[src/rtl/packet_tx_sched.sv]
// Packet transmit scheduler: snapshots a packet on frame_tick and streams it bytewise
// over a valid/ready handshake, then enforces an idle gap. Optional macro: PACKET_TX_SCHED_CHECKSUM_EN.
`timescale 1ns/1ps
module packet_tx_sched #(
    parameter int unsigned PKT_BYTES  = 22,
    parameter int unsigned GAP_CYCLES = 16
) (
    input  logic                   clk,
    input  logic                   rst_n,
    input  logic                   frame_tick,
    input  logic [PKT_BYTES*8-1:0] packet,
    input  logic                   byte_ready,
    output logic [7:0]             byte_data,
    output logic                   byte_valid,
    output logic                   busy,
    output logic                   frame_done,
    output logic [15:0]            frame_count,
    output logic [7:0]             drop_count
);

    localparam int unsigned PKT_W = PKT_BYTES * 8;
    localparam int unsigned IDX_W = (PKT_BYTES > 1) ? $clog2(PKT_BYTES) : 1;
    localparam int unsigned GAP_W = (GAP_CYCLES > 1) ? $clog2(GAP_CYCLES) : 1;
    localparam logic [IDX_W-1:0] LAST_IDX = IDX_W'(PKT_BYTES - 1);
    localparam logic [GAP_W-1:0] GAP_LAST = GAP_W'((GAP_CYCLES > 0) ? GAP_CYCLES - 1 : 0);

`ifdef PACKET_TX_SCHED_CHECKSUM_EN
    typedef enum logic [1:0] {IDLE = 2'd0, SEND = 2'd1, GAP = 2'd2, CSUM = 2'd3} state_t;
`else
    typedef enum logic [1:0] {IDLE = 2'd0, SEND = 2'd1, GAP = 2'd2} state_t;
`endif

    state_t             r_state, w_state_nxt;
    logic [PKT_W-1:0]   r_snap, w_snap_nxt;
    logic [IDX_W-1:0]   r_idx, w_idx_nxt, w_idx_inc;
    logic [GAP_W-1:0]   r_gap, w_gap_nxt;
    logic [7:0]         r_byte_data, w_byte_data_nxt;
    logic               r_byte_valid, w_byte_valid_nxt;
    logic               r_busy;
    logic [15:0]        r_frame_count, w_frame_count_nxt;
    logic [7:0]         r_drop_count, w_drop_count_nxt;
    logic               w_xfer;
    logic               w_frame_done;

    // Select one byte of the snapshot by index
    function automatic logic [7:0] pick_byte(input logic [PKT_W-1:0] snap,
                                             input logic [IDX_W-1:0] idx);
        logic [7:0] b;
        b = 8'h00;
        for (int unsigned i = 0; i < PKT_BYTES; i++) begin
            if (idx == IDX_W'(i)) b = snap[i*8 +: 8];
        end
        return b;
    endfunction

`ifdef PACKET_TX_SCHED_CHECKSUM_EN
    function automatic logic [7:0] xor_bytes(input logic [PKT_W-1:0] snap);
        logic [7:0] acc;
        acc = 8'h00;
        for (int unsigned i = 0; i < PKT_BYTES; i++) acc = acc ^ snap[i*8 +: 8];
        return acc;
    endfunction
`endif

    assign w_xfer    = r_byte_valid & byte_ready;
    assign w_idx_inc = IDX_W'(r_idx + 1'b1);

    // Next-state and next-output logic
    always_comb begin
        w_state_nxt       = r_state;
        w_snap_nxt        = r_snap;
        w_idx_nxt         = r_idx;
        w_gap_nxt         = r_gap;
        w_byte_data_nxt   = r_byte_data;
        w_byte_valid_nxt  = r_byte_valid;
        w_frame_count_nxt = r_frame_count;
        w_drop_count_nxt  = r_drop_count;
        w_frame_done      = 1'b0;

        if (frame_tick && (r_state != IDLE) && (r_drop_count != 8'hFF))
            w_drop_count_nxt = r_drop_count + 8'd1;

        case (r_state)
            IDLE: begin
                if (frame_tick) begin
                    w_snap_nxt       = packet;
                    w_idx_nxt        = '0;
                    w_state_nxt      = SEND;
                    w_byte_valid_nxt = 1'b1;
                    w_byte_data_nxt  = packet[7:0];
                end
            end
            SEND: begin
                if (w_xfer) begin
                    if (r_idx == LAST_IDX) begin
`ifdef PACKET_TX_SCHED_CHECKSUM_EN
                        w_state_nxt     = CSUM;
                        w_byte_data_nxt = xor_bytes(r_snap);
`else
                        w_frame_done      = 1'b1;
                        w_frame_count_nxt = r_frame_count + 16'd1;
                        w_byte_valid_nxt  = 1'b0;
                        w_byte_data_nxt   = 8'h00;
                        w_gap_nxt         = '0;
                        w_state_nxt       = (GAP_CYCLES == 0) ? IDLE : GAP;
`endif
                    end else begin
                        w_idx_nxt       = w_idx_inc;
                        w_byte_data_nxt = pick_byte(r_snap, w_idx_inc);
                    end
                end
            end
`ifdef PACKET_TX_SCHED_CHECKSUM_EN
            CSUM: begin
                if (w_xfer) begin
                    w_frame_done      = 1'b1;
                    w_frame_count_nxt = r_frame_count + 16'd1;
                    w_byte_valid_nxt  = 1'b0;
                    w_byte_data_nxt   = 8'h00;
                    w_gap_nxt         = '0;
                    w_state_nxt       = (GAP_CYCLES == 0) ? IDLE : GAP;
                end
            end
`endif
            GAP: begin
                if (r_gap == GAP_LAST) w_state_nxt = IDLE;
                else                   w_gap_nxt   = GAP_W'(r_gap + 1'b1);
            end
            default: begin
                w_state_nxt      = IDLE;
                w_byte_valid_nxt = 1'b0;
            end
        endcase
    end

    always_ff @(posedge clk or negedge rst_n) begin
        if (!rst_n) begin
            r_state       <= IDLE;
            r_snap        <= '0;
            r_idx         <= '0;
            r_gap         <= '0;
            r_byte_data   <= 8'h00;
            r_byte_valid  <= 1'b0;
            r_busy        <= 1'b0;
            r_frame_count <= 16'h0000;
            r_drop_count  <= 8'h00;
        end else begin
            r_state       <= w_state_nxt;
            r_snap        <= w_snap_nxt;
            r_idx         <= w_idx_nxt;
            r_gap         <= w_gap_nxt;
            r_byte_data   <= w_byte_data_nxt;
            r_byte_valid  <= w_byte_valid_nxt;
            r_busy        <= (w_state_nxt != IDLE);
            r_frame_count <= w_frame_count_nxt;
            r_drop_count  <= w_drop_count_nxt;
        end
    end

    // frame_done must coincide with the final handshake, so it is decoded from the live transfer
    assign frame_done  = w_frame_done;
    assign byte_data   = r_byte_data;
    assign byte_valid  = r_byte_valid;
    assign busy        = r_busy;
    assign frame_count = r_frame_count;
    assign drop_count  = r_drop_count;

endmodule

[config.mk]
export PLATFORM = sky130hd
export DESIGN_NAME = packet_tx_sched
export DESIGN_NICKNAME = d
export VERILOG_FILES = /design/src/rtl/packet_tx_sched.sv
export SDC_FILE = /design/constraint.sdc
export NUM_CORES = 1
export LEC_CHECK = 0
export BUFFER_PORTS_ARGS = -buffer_cell sky130_fd_sc_hd__buf_2
export CAP_MARGIN = 20
export CORE_MARGIN = 8
export CORE_UTILIZATION = 24
export DETAILED_ROUTE_END_ITERATION = 8
export PLACE_DENSITY = 0.49
export SYNTH_ARGS = -nofsm -noshare
export SYNTH_HDL_FRONTEND = slang
export SYNTH_SLANG_ARGS = --single-unit
[constraint.sdc]
create_clock -name clk -period 4.3 [get_ports clk]
set_clock_uncertainty 0.2 [all_clocks]
set_input_delay 0.43 -clock clk [delete_from_list [all_inputs] [get_ports clk]]
set_output_delay 0.43 -clock clk [all_outputs]
set_load 0.02 [all_outputs]
==> Word-level counts from Yosys, hierarchy flattened <==
Cells that the tools add are included.
{ "word_totals": {"reg_bits": 221, "output_inout_bits": 35} }
{ "classes": {"bitwise_logic": 2, "mux": 46, "add_sub_neg": 4, "reduce_logical": 14, "n_eq_ne": 31} }
{ "ops": {"columns": ["op", "n"], "rows": [
  ["$mux W8", 25],
  ["$eq A5 B4 Y1 const B", 8],
  ["$eq A5 B5 Y1 const B", 7],
  ["$eq A5 B3 Y1 const B", 4],
  ["$add A16 B1 Y16 const B", 1],
  ["$pmux W8 S2", 1],
  ["$mux W5", 3],
  ["$mux W4", 3],
  ["$reduce_and A4 Y1", 3],
  ["$eq A5 B2 Y1 const B", 2],
  ["$ne A2 B2 Y1 const B", 5],
  ["$pmux W5 S2", 1],
  ["$add A8 B1 Y8 const B", 1],
  ["$mux W2", 4],
  ["$ne A8 B8 Y1 const B", 1],
  ["$pmux W4 S2", 1],
  ["$reduce_bool A2 Y1", 4],
  ["$mux W1", 6],
  ["$pmux W2 S3", 1],
  ["$reduce_and A3 Y1", 2],
  ["$add A5 B1 Y5 const B", 1],
  ["$eq A5 B1 Y1 const B", 1],
  ["$logic_not A5 Y1", 1],
  ["$add A4 B1 Y4 const B", 1],
  ["9 further kinds", 10]
]} }

==> Longest topological paths before layout <==
Gate-level depths: netlist of run 1.
{ "logic_depth": {"depth_word": 27, "mapped_depth": 11} }

==> Least setup slack after synthesis of run 1 <==
Ideal clock, no wire load.
{ "synth_timing": {"path_kind": "register to register", "start": "reg r_idx[0]", "end": "reg r_byte_data[1], in the netlist byte_data[1]", "path_buffers": 1, "arrival_time_ns": 2.234, "stages_incl_launch_ff": 10, "slack_ns": 1.729, "required_time_ns": 3.963, "setup_time_ns": 0.137, "path_cell_list": "dfrtp_1 -> ha_1 -> buf_2 -> nand2b_4 -> nor3_4 -> o21ai_2 -> or3_1 -> nor4b_1 -> a222oi_1 -> o31ai_1"} }
{ "synth_between": {"elab_chain_cells": 27} }
{ "synth_rtl": {"columns": ["element", "line", "rtl"], "rows": [
  ["start: declaration", "35", "logic [IDX_W-1:0] r_idx, w_idx_nxt, w_idx_inc;"],
  ["start signal: assignment", "150", "r_idx <= w_idx_nxt;"],
  ["$add A5 B1 Y5", "66", "assign w_idx_inc = IDX_W'(r_idx + 1'b1);"],
  ["$logic_not A5 Y1", "51", "if (idx == IDX_W'(i)) b = snap[i*8 +: 8];"],
  ["$mux W8 (22 in series)", "51", null],
  ["$mux W8 *", "95", "if (r_idx == LAST_IDX) begin"],
  ["$mux W8 *", "94", "if (w_xfer) begin"],
  ["$pmux W8 S2 *", "83", "case (r_state)"],
  ["end signal: assignment", "152", "r_byte_data <= w_byte_data_nxt;"],
  ["end: declaration", "37", "logic [7:0] r_byte_data, w_byte_data_nxt;"]
]} }
Every way passes the cells marked *; elsewhere a longest branch is shown, timed or not. The select of a mux whose other input is x is not followed.
A chain may end at the register's enable or synchronous reset.

==> Worst setup path in the final report of run 1 <==
{ "layout_timing": {"start": "reg r_idx[1]", "end": "out frame_done"} }
{ "layout_between": {"elab_chain_cells": 4} }
{ "layout_rtl": {"columns": ["element", "line", "rtl"], "rows": [
  ["$eq A5 B5 Y1", "95", null],
  ["$mux W1", "95", null],
  ["$mux W1", "94", null],
  ["$mux W1", "83", null],
  ["end: declaration", "16", "output logic frame_done,"]
]} }
No other way between the ends.

==> results of run 1 <==
==> through the flow <==
step	total power, uW	util [%]	setup WS (ps)
2_1_floorplan	5110	-	1730
3_3_place_gp	6290	28.0	972
3_5_place_dp	6300	28.0	897
4_1_cts	8780	33.7	826
5_1_grt	9190	33.7	607
6_report	8700	33.7	870
==> placed cells by master (no fill, tap or decap), types with 15 or more instances in the layout <==
cell type      netlist  routed
mux2_2             171     171
inv_1               16      16
nor2_1              45      45
nand2_1             59      59
o21ai_0             43      43
dfrtp_1            221     221
a21oi_1             38      38
xnor2_1             15      15
buf_2               35     213
dlygate4sd3_1        0     173
buf_4                4      16
nand3_1             20      20
clkbuf_16            0      27
o22ai_1             17      17
==> registers in the layout, summed over array words and instances, names as in the netlist <==
signal       count
frame_count     16
byte_valid       1
byte_data        8
r_state          2
r_snap         176
busy             1
drop_count       8
r_gap            4
r_idx            5
==> worst paths after layout <==
kind	startpoint	endpoint	slack, ps	depth (start not counted)
worst max-delay path	r_idx[1]	frame_done	870	6
worst min-delay path	packet[1]	r_snap[1]	30	2
worst max register to register	r_idx[1]	byte_data[1]	870	8
worst min register to register	frame_count[15]	frame_count[15]	270	1
max in group asynchronous	rst_n	r_snap[32]	2670	3
min in group asynchronous	rst_n	r_snap[155]	330	2
==> what timing repair did <==
action / in CTS / in global routing
endpoints found under the hold margin: 272 / 0
hold buffers: 173 / 0
buffers inserted: 0 / 0
==> per-layer routing <==
layer  vias to the layer above  GRT usage (%)  wire length [um]
met5                         -              0                 0
met4                         0           5.64              1420
met3                        71           2.68              2180
met2                       286           25.0             19600
met1                      4580           20.7             18800
li1                       4264              -                 -
==> logic make-up (layout without fill, tap and decap cells) <==
group	count (synthesis)	count (layout)	share of synthesized area, %
muxes	173	173	17.8
AOI/OAI and AO/OA	226	226	14.5
xor gates and xnor gates	26	26	2.22
DFF	221	221	50.7
and+or+nand+nor	213	213	10.3
buffers and inverters	83	472	3.53
adders and majority gates	8	8	0.917
==> power groups by stage <==
stage	logic, uW	clock network (uW)	registers [uW]
2_1_floorplan	1920	0	3200
3_3_place_gp	2800	0	3490
3_5_place_dp	2820	0	3480
4_1_cts	2960	2360	3460
5_1_grt	3210	2440	3540
6_report	2960	2280	3460
==> cell type report <==
class / count / area (um2) / area share [%]
Clock buffer: 37 / 753 / 4.95
Clock inverter: 10 / 119 / 0.781
Inverter: 19 / 71.3 / 0.469
Multi-Input combinational cell: 646 / 5000 / 32.9
Sequential cell: 221 / 5530 / 36.3
Tap cell: 600 / 751 / 4.93
Timing Repair Buffer: 406 / 2990 / 19.7
==> results.py, run 1 <==
metrics = {
    "drt": {
        "drc": 0,
        "postRouteAntennaNets": 0,
        "vias_per_cell": 4.75,
        "drt-pass1-iter-count": 5,
        "drtIter0Drc": 562,
        "routedWlPerCell_um": 21.7,
        "wl_mm": 42.0,
        "vias": 9201,
    },
    "grt": {
        "grt_start_max_net_pins": 104,
        "grt_pass1_vias": 9942,
        "antenna_found_initial": 0,
        "grt_pass1_wl_mm": 63.5,
        "grt_usage_pct": 15.5,
        "overflow": 0,
    },
    "die": {
        "fp.coreArea_um2": 45100,
        "die_area_um2": 52500,
        "ioPinCount": 215,
        "die_x_um": 229,
        "die_h_um": 229,
        "start_util_pct": 24.2,
        "rows": 78,
    },
    "critical_path": {
        "start_kind": "flop",
        "worstPathArrival_ps": 2800,
        "slowest_stage": "dfrtp_1",
        "path_class": "flop to primary output",
        "crit_family": "buffers and inverters",
        "max_stage_delay_ps": 490,
        "worstPathBufferInverterCount": 3,
        "required_ps": 3670,
        "cp-end-kind": "primary output",
        "path_max_fanout": 22,
        "crit_chain": "inv_1, ha_1, buf_4, nand4b_4, nor3_4, buf_2",
    },
    "place": {
        "numPlacedInstances": 1719,
        "placed_area_um2": 12600,
        "gp_congestion": 0.894,
        "io_buffers": 214,
        "hpwl_mm": 30.9,
    },
    "synthesis": {
        "synthFlopType": "dfrtp_1",
        "synth.most_common_cell": "dfrtp_1",
        "synth_edf_count": 0,
        "synth_area_leaders": "dfrtp_1 (51%), mux2_2 (18%), nand2_1 (2.0%)",
        "yosysUniqueCellTypes": 84,
        "ys_warn_count": 0,
        "syn_area_um2": 10900,
        "syn_area_per_cell_um2": 11.5,
        "synth_commonest_cells": "dfrtp_1 (221), mux2_2 (171), nand2_1 (59), nor2_1 (45), o21ai_0 (43)",
        "synth_nets": 1138,
        "ys_ff_latch": 221,
        "async_flop_share_pct": 100,
        "synth_top_area_share_pct": 50.7,
        "synth_area_leader_cell": "dfrtp_1",
        "ys_seq_area_share_pct": 50.7,
        "syn_inst": 950,
    },
    "timing": {
        "timing.final.crit_share_pct": 79.8,
        "whs_ps": 27.2,
        "fmax_ghz": 0.292,
        "fin_setup_tns_ps": 0,
        "finalHoldViolCount": 0,
        "post-route-min-period_ps": 3430,
        "rsz0062_at_grt": "no",
        "setup_violations": 0,
        "relSlewSlack_pct": 31.8,
        "tightest_slew_ps": 1020,
        "drv_slew": 0,
    },
    "power_and_ir_drop": {
        "p_int_uw": 5470,
        "combPwrFrac_pct": 34.0,
        "power_frac_seq_pct": 39.8,
        "p_leak_uw": 0.00656,
        "powerDensity_nw_per_um2": 572,
        "p_sw_share_pct": 37.2,
        "clockPowerShare_pct": 26.2,
        "ir_drop_mv": 0.290,
        "p_switching_uw": 3240,
    },
    "clocking": {
        "ctsLongestPathBuffers": 3,
        "clk_latency_ps": 560,
        "clkSinkCount": 221,
        "h-tree-depth": 1,
        "cts_tree": "yes",
        "clk_pin_slew_ps": 50,
        "cts_root_buf": "clkbuf_16",
        "cts_resized": 0,
        "cts_made_buffers": 27,
    },
    "cells_and_area": {
        "synthToLayoutAreaGrowth_pct": 39.5,
        "post_route_cells_drive_above_1_share_pct": 35.2,
        "stdcell_area_um2": 15200,
        "layout.cells.non_filler": 1939,
        "fillers": 4602,
        "diodes": 0,
        "fin_nets": 1509,
    },
    "run_status": {
        "status": "finished clean",
    },
    "run": {
        "cap_violations": 0,
    },
    "worst_hold_path": {
        "hold_class": "input pin to flop",
    },
}
No activity file was read; power rests on OpenSTA's default activity.
==> run 2, diff against run 1 <==
--- a/config.mk
+++ b/config.mk
@@ -5,12 +5,13 @@
 export SDC_FILE = /design/constraint.sdc
 export NUM_CORES = 1
 export LEC_CHECK = 0
+export ABC_AREA = 1
 export BUFFER_PORTS_ARGS = -buffer_cell sky130_fd_sc_hd__buf_2
 export CAP_MARGIN = 20
 export CORE_MARGIN = 8
 export CORE_UTILIZATION = 24
 export DETAILED_ROUTE_END_ITERATION = 8
-export PLACE_DENSITY = 0.49
+export PLACE_DENSITY = 0.51
 export SYNTH_ARGS = -nofsm -noshare
 export SYNTH_HDL_FRONTEND = slang
 export SYNTH_SLANG_ARGS = --single-unit
==> constraint.sdc (replaced) <==
create_clock -name clk -period 2.77 [get_ports clk]
set_clock_uncertainty 0.2 [all_clocks]
set_input_delay 0.277 -clock clk [delete_from_list [all_inputs] [get_ports clk]]
set_output_delay 0.277 -clock clk [all_outputs]
set_load 0.02 [all_outputs]
==> run 2 against run 1 <==
Net effect:
- the flow now finishes with violations (negative setup slack)
- design area is 5.4% higher
- via count rose by 14%
- total power increased by 82%
- critical path type is now flop to flop
- largest power group is now combinational cells
==> results.py, run 2 <==
metrics = {
    "drt": {
        "postRouteAntennaNets": 0,
        "vias_per_cell": 4.26,
        "drt-pass1-iter-count": 5,
        "routedWlPerCell_um": 15.5,
        "drc": 0,
        "drtIter0Drc": 726,
        "wl_mm": 38.0,
        "vias": 10400,
    },
    "cells_and_area": {
        "regMostFlops": "r_snap",
        "final_cell_mix": "nand2_1 (631), dfrtp_1 (221), buf_2 (212)",
        "layout_commonest_cell": "nand2_1",
        "largest_register_ffs": 176,
        "post_route_cells_drive_above_1_share_pct": 25.8,
        "fin_nets": 2026,
        "synthToLayoutAreaGrowth_pct": 52.6,
    },
    "critical_path": {
        "ff2ff_setup_slack_ps": -600,
        "slowest_stage": "dfrtp_1",
        "worstPathArrival_ps": 3640,
        "max_stage_delay_ps": 390,
        "r2r_start": "r_idx[0]",
        "startpoint": "r_idx[0]",
        "cp-end-kind": "flop",
        "path_class": "flop to flop",
        "required_ps": 3040,
        "crit_path_end": "byte_data[6]",
        "path_max_fanout": 7,
        "start_kind": "flop",
        "worstRegToRegCells": 28,
        "reg2reg_to": "byte_data[6]",
    },
    "die": {
        "die_x_um": 225,
        "start_util_pct": 24.3,
        "die_h_um": 225,
        "rows": 76,
        "fp.coreArea_um2": 43200,
        "ioPinCount": 215,
        "die_area_um2": 50700,
    },
    "power_and_ir_drop": {
        "ir_drop_mv": 0.488,
        "p_switching_uw": 6290,
        "p_int_uw": 9590,
        "powerDensity_nw_per_um2": 991,
        "clockPowerShare_pct": 22.1,
        "power_frac_seq_pct": 35.7,
        "combPwrFrac_pct": 42.2,
        "p_leak_uw": 0.00807,
        "p_sw_share_pct": 39.6,
    },
    "synthesis": {
        "synth_commonest_cells": "nand2_1 (644), dfrtp_1 (221), a21oi_1 (75), inv_1 (75), nand3_1 (72)",
        "yosysUniqueCellTypes": 33,
        "synthFlopType": "dfrtp_1",
        "async_flop_share_pct": 100,
        "syn_area_per_cell_um2": 7.72,
        "synth_nets": 1549,
        "synth_area_leader_cell": "dfrtp_1",
        "ys_ff_latch": 221,
        "syn_inst": 1361,
        "synth.most_common_cell": "nand2_1",
        "ys_warn_count": 0,
        "syn_area_um2": 10500,
        "synth_top_area_share_pct": 52.6,
        "synth_edf_count": 0,
        "ys_seq_area_share_pct": 52.6,
        "synth_area_leaders": "dfrtp_1 (53%), nand2_1 (23%), a21oi_1 (3.6%)",
    },
    "timing": {
        "drv_slew": 0,
        "relSlewSlack_pct": 57.5,
        "tightest_slew_ps": 636,
        "fmax_ghz": 0.296,
        "post-route-min-period_ps": 3370,
        "finalHoldViolCount": 0,
        "fin_ws_ps": -603,
        "timing.final.crit_share_pct": 122,
        "rsz0062_at_grt": "yes",
        "setup_violations": 8,
        "whs_ps": 82.6,
    },
    "grt": {
        "grt_pass1_wl_mm": 59.2,
        "grt_usage_pct": 14.5,
        "antenna_found_initial": 9,
        "grt_pass1_vias": 10800,
        "grt_start_max_net_pins": 141,
        "overflow": 0,
    },
    "place": {
        "io_buffers": 214,
        "dp_slack_ps": -572,
        "hpwl_mm": 27.3,
        "gp_congestion": 0.822,
    },
    "clocking": {
        "h-tree-depth": 1,
        "cts_made_buffers": 26,
        "clk_latency_ps": 530,
        "clkSinkCount": 221,
        "ctsLongestPathBuffers": 3,
        "clk_pin_slew_ps": 60,
        "cts_tree": "yes",
        "cts_root_buf": "clkbuf_16",
    },
    "run_status": {
        "status": "complete, but fails checks",
        "violations": "negative setup slack",
    },
    "run": {
        "cap_violations": 0,
    },
    "worst_hold_path": {
        "hold_class": "input pin to asynchronous set/reset pin",
    },
}
## run 2: changes by cell type after synthesis, moves of 32 or more
| cell | delta |
|---|---|
| a21oi_1 | +37 |
| buf_2 | -32 |
| inv_1 | +59 |
| mux2_2 | -170 |
| nand2_1 | +585 |
| nand3_1 | +52 |
## run 2: cells by family after synthesis
family	after synthesis	synth area share [%]
AOI/OAI and AO/OA	140	6.89
muxes	1	0.107
DFF	221	52.6
xor gates and xnor gates	21	1.75
adders and majority gates	8	0.953
buffers and inverters	130	4.79
and+or+nand+nor	840	32.9
## run 2: power by group through the flow
stage,clock [uW],sequential [uW],combinational [uW]
floorplan,0,5460,3550
global placement,0,5680,5770
detailed placement,0,5680,5850
CTS,3630,5660,6310
global route,3760,5840,7610
finish,3510,5670,6700
## run 2: metal layers
layer | up-vias | GRT usage, % | wire length (um)
met1 | 4925 | 20.0 | 18100
met5 | - | 0 | 8
met3 | 41 | 3.38 | 2090
li1 | 5249 | - | -
met4 | 2 | 2.58 | 659
met2 | 230 | 23.2 | 17100
## run 2: area by class of cell
cell class / count / area (um2)
tap: 585 / 732
timing repair buffer: 496 / 3750
inverter: 83 / 323
sequential: 221 / 5530
multi-input combinational: 1010 / 4800
clock buffer: 37 / 773
clock inverter: 10 / 109
antenna: 8 / 20.0
fill: 4518 / 27100
## run 2: what timing repair did
action,CTS,global route
pin swaps,14,37
endpoints found under the setup margin,12,14
cloned,0,0
hold buffers,178,0
gates resized for setup,37,53
setup buffers,9,10
hold endpoints to repair,280,0
## run 2: how the worst min path moves through the flow
stage,from,to,slack [ps],cells after the start
after floorplan,rst_n,busy,-220,0
after global placement,rst_n,frame_count[0],90,1
after detailed placement,rst_n,frame_count[0],90,1
after CTS,byte_ready,r_state[0],70,4
after global routing,byte_ready,r_state[0],110,4
final,rst_n,frame_count[0],80,2
## run 2: worst max-delay path, delay by kind of cell, from the launching register on
| family | cells | cell delay [ps] |
|---|---|---|
| flip-flops | 1 | 390 |
| AO/OA/AOI/OAI | 1 | 110 |
| AND/OR/NAND/NOR | 25 | 2300 |
| buffers and inverters | 2 | 310 |
## run 2: metrics by stage
stage          instance area (um2)  utilization [%]  total power [uW]  cells  TNS [ps]
2_1_floorplan                10500                -              9010   1361     -3.98
3_3_place_gp                 12900             29.8             11500   2198     -3420
3_5_place_dp                 12900             29.8             11500   2198     -4080
4_1_cts                      15700             36.4             15600   2432     -3500
5_1_grt                      16000             37.1             17200   2449     -6470
6_report                     16000             37.1             15900   2450     -3860
==> run 3, diff against run 2 <==
--- a/config.mk
+++ b/config.mk
@@ -12,6 +12,7 @@
 export CORE_UTILIZATION = 24
 export DETAILED_ROUTE_END_ITERATION = 8
 export PLACE_DENSITY = 0.51
+export SKIP_CTS_REPAIR_TIMING = 1
 export SYNTH_ARGS = -nofsm -noshare
 export SYNTH_HDL_FRONTEND = slang
 export SYNTH_SLANG_ARGS = --single-unit
==> run 3 against run 2 <==
Net effect:
- the flow still finishes with violations (negative setup slack)
- hold slack is essentially flat
- sequential share of layout area grew 0.41 points
- total power shrank 1.6%
- final cell count shrank 0.37%
- wire length shrank 1.4%
- critical path depth shrank 3
- maximum frequency grew 2.2%
- register-to-register slack gained 70 ps
- sequential power is essentially flat
- design area shrank 1.2%
- via count shrank 0.69%
- first-iteration DRC count shrank 5.0%
- critical endpoint is now byte_data[0]
- largest cell class unchanged
==> results.py, run 3 (synthesis gave the netlist of run 2 again) <==
metrics = {
    "die": {
        "die_x_um": 225,
        "die_area_um2": 50700,
        "ioPinCount": 215,
        "die_h_um": 225,
        "rows": 76,
        "start_util_pct": 24.3,
        "fp.coreArea_um2": 43200,
    },
    "cells_and_area": {
        "final_cell_mix": "nand2_1 (638), dfrtp_1 (221), buf_2 (213)",
        "synthToLayoutAreaGrowth_pct": 50.8,
        "layout.cells.non_filler": 2441,
        "largest_register_ffs": 176,
        "fin_nets": 2017,
        "post_route_cells_drive_above_1_share_pct": 23.9,
        "layout_commonest_cell": "nand2_1",
        "regMostFlops": "r_snap",
    },
    "place": {
        "gp_congestion": 0.822,
        "numPlacedInstances": 2198,
        "dp_slack_ps": -572,
        "io_buffers": 214,
        "hpwl_mm": 27.3,
    },
    "critical_path": {
        "crit_path_end": "byte_data[0]",
        "r2r_start": "r_idx[0]",
        "worstRegToRegCells": 25,
        "ff2ff_setup_slack_ps": -530,
        "path_class": "flop to flop",
        "worstPathArrival_ps": 3520,
        "required_ps": 2990,
        "reg2reg_to": "byte_data[0]",
        "path_max_fanout": 5,
        "cp-end-kind": "flop",
        "startpoint": "r_idx[0]",
        "start_kind": "flop",
    },
    "power_and_ir_drop": {
        "p_int_uw": 9460,
        "power_frac_seq_pct": 36.2,
        "clockPowerShare_pct": 22.4,
        "p_sw_share_pct": 39.5,
        "p_leak_uw": 0.00798,
        "ir_drop_mv": 0.496,
        "combPwrFrac_pct": 41.4,
        "powerDensity_nw_per_um2": 986,
        "power_uw": 15600,
        "p_switching_uw": 6170,
    },
    "grt": {
        "grt_pass1_wl_mm": 55.2,
        "grt_pass1_vias": 10100,
        "overflow": 0,
        "antenna_found_initial": 8,
        "grt_usage_pct": 13.7,
        "grt_start_max_net_pins": 141,
    },
    "clocking": {
        "cts_root_buf": "clkbuf_16",
        "clkSinkCount": 221,
        "h-tree-depth": 1,
        "clk_pin_slew_ps": 60,
        "ctsLongestPathBuffers": 3,
        "cts_made_buffers": 26,
        "clk_latency_ps": 530,
        "cts_tree": "yes",
    },
    "timing": {
        "tightest_slew_ps": 640,
        "drv_slew": 0,
        "post-route-min-period_ps": 3300,
        "setup_violations": 9,
        "timing.final.crit_share_pct": 119,
        "fin_ws_ps": -532,
        "rsz0062_at_grt": "yes",
        "fin_setup_tns_ps": -3320,
        "fmax_ghz": 0.303,
        "relSlewSlack_pct": 57.2,
        "finalHoldViolCount": 0,
    },
    "drt": {
        "drtIter0Drc": 690,
        "vias": 10400,
        "routedWlPerCell_um": 15.3,
        "wl_mm": 37.5,
        "drt-pass1-iter-count": 4,
        "vias_per_cell": 4.25,
        "postRouteAntennaNets": 0,
        "drc": 0,
    },
    "run": {
        "cap_violations": 0,
    },
    "worst_hold_path": {
        "hold_class": "input pin to asynchronous set/reset pin",
    },
    "run_status": {
        "violations": "negative setup slack",
        "status": "complete, but fails checks",
    },
}
run 3: cell types whose count changed in the layout (fill, tap and decap cells not counted), sizes merged:
cell	before	now
buf	318	307
clkinvlp	3	4
inv	81	80
nor2	66	68
run 3: final cells by class:
type | instances | area, um2
inverter | 83 | 327
clock buffer | 37 | 773
antenna | 8 | 20.0
tap | 585 | 732
multi-input combinational | 1012 | 4700
fill | 4542 | 27300
clock inverter | 10 | 109
timing repair buffer | 485 | 3650
sequential | 221 | 5530
run 3: layer usage:
metal | vias to the layer above | track usage (%) | part of all wire (%)
met2 | 230 | 21.0 | 45
li1 | 5242 | - | -
met4 | 0 | 2.29 | 1.5
met1 | 4866 | 18.5 | 48
met3 | 37 | 4.94 | 5.5
met5 | - | 0 | 0
run 3: power groups by stage:
| stage | Sequential, uW | Combinational, uW | Clock (uW) |
|---|---|---|---|
| finish | 5650 | 6470 | 3510 |
| detailed placement | 5680 | 5850 | 0 |
| global placement | 5680 | 5770 | 0 |
| floorplan | 5460 | 3550 | 0 |
| global route | 5820 | 7380 | 3750 |
| CTS | 5640 | 5880 | 3630 |
run 3: worst min-delay path by stage:
stage,to,slack [ps],depth (start not counted)
detailed placement,frame_count[0],90,1
floorplan,busy,-220,0
CTS,frame_count[0],-480,1
global placement,frame_count[0],90,1
finish,frame_count[0],80,2
global route,r_state[0],110,4
run 3: per-stage QoR:
stage                     hold WS, ps  area (um2)  util (%)
final                            82.8       15800      36.7
after global placement           89.6       12900      29.8
after CTS                        -478       13800      31.9
after detailed placement         92.4       12900      29.8
after floorplan                  -219       10500         -
after global routing              110       15800      36.7
run 3: worst max-delay path: stages (launching register included):
cell     delay (ps)
dfrtp_1         410
buf_4           170
inv_2           100
buf_4           120
ha_2            190
nand2_4          80
nor2_4          180
inv_1           100
o21ai_2         160
a21oi_2          90
o21ai_2         170
nand4_1         160
nand3_1         130
nand2_1          70
nand2_2          70
nand2_2          40
nand2_1          50
nand2_1          60
nand2_1         100
nand4_1         100
nand3_1         110
nand2_1          60
nand2_1          90
nand2_1          70
nand2_1          80
a21oi_2          50
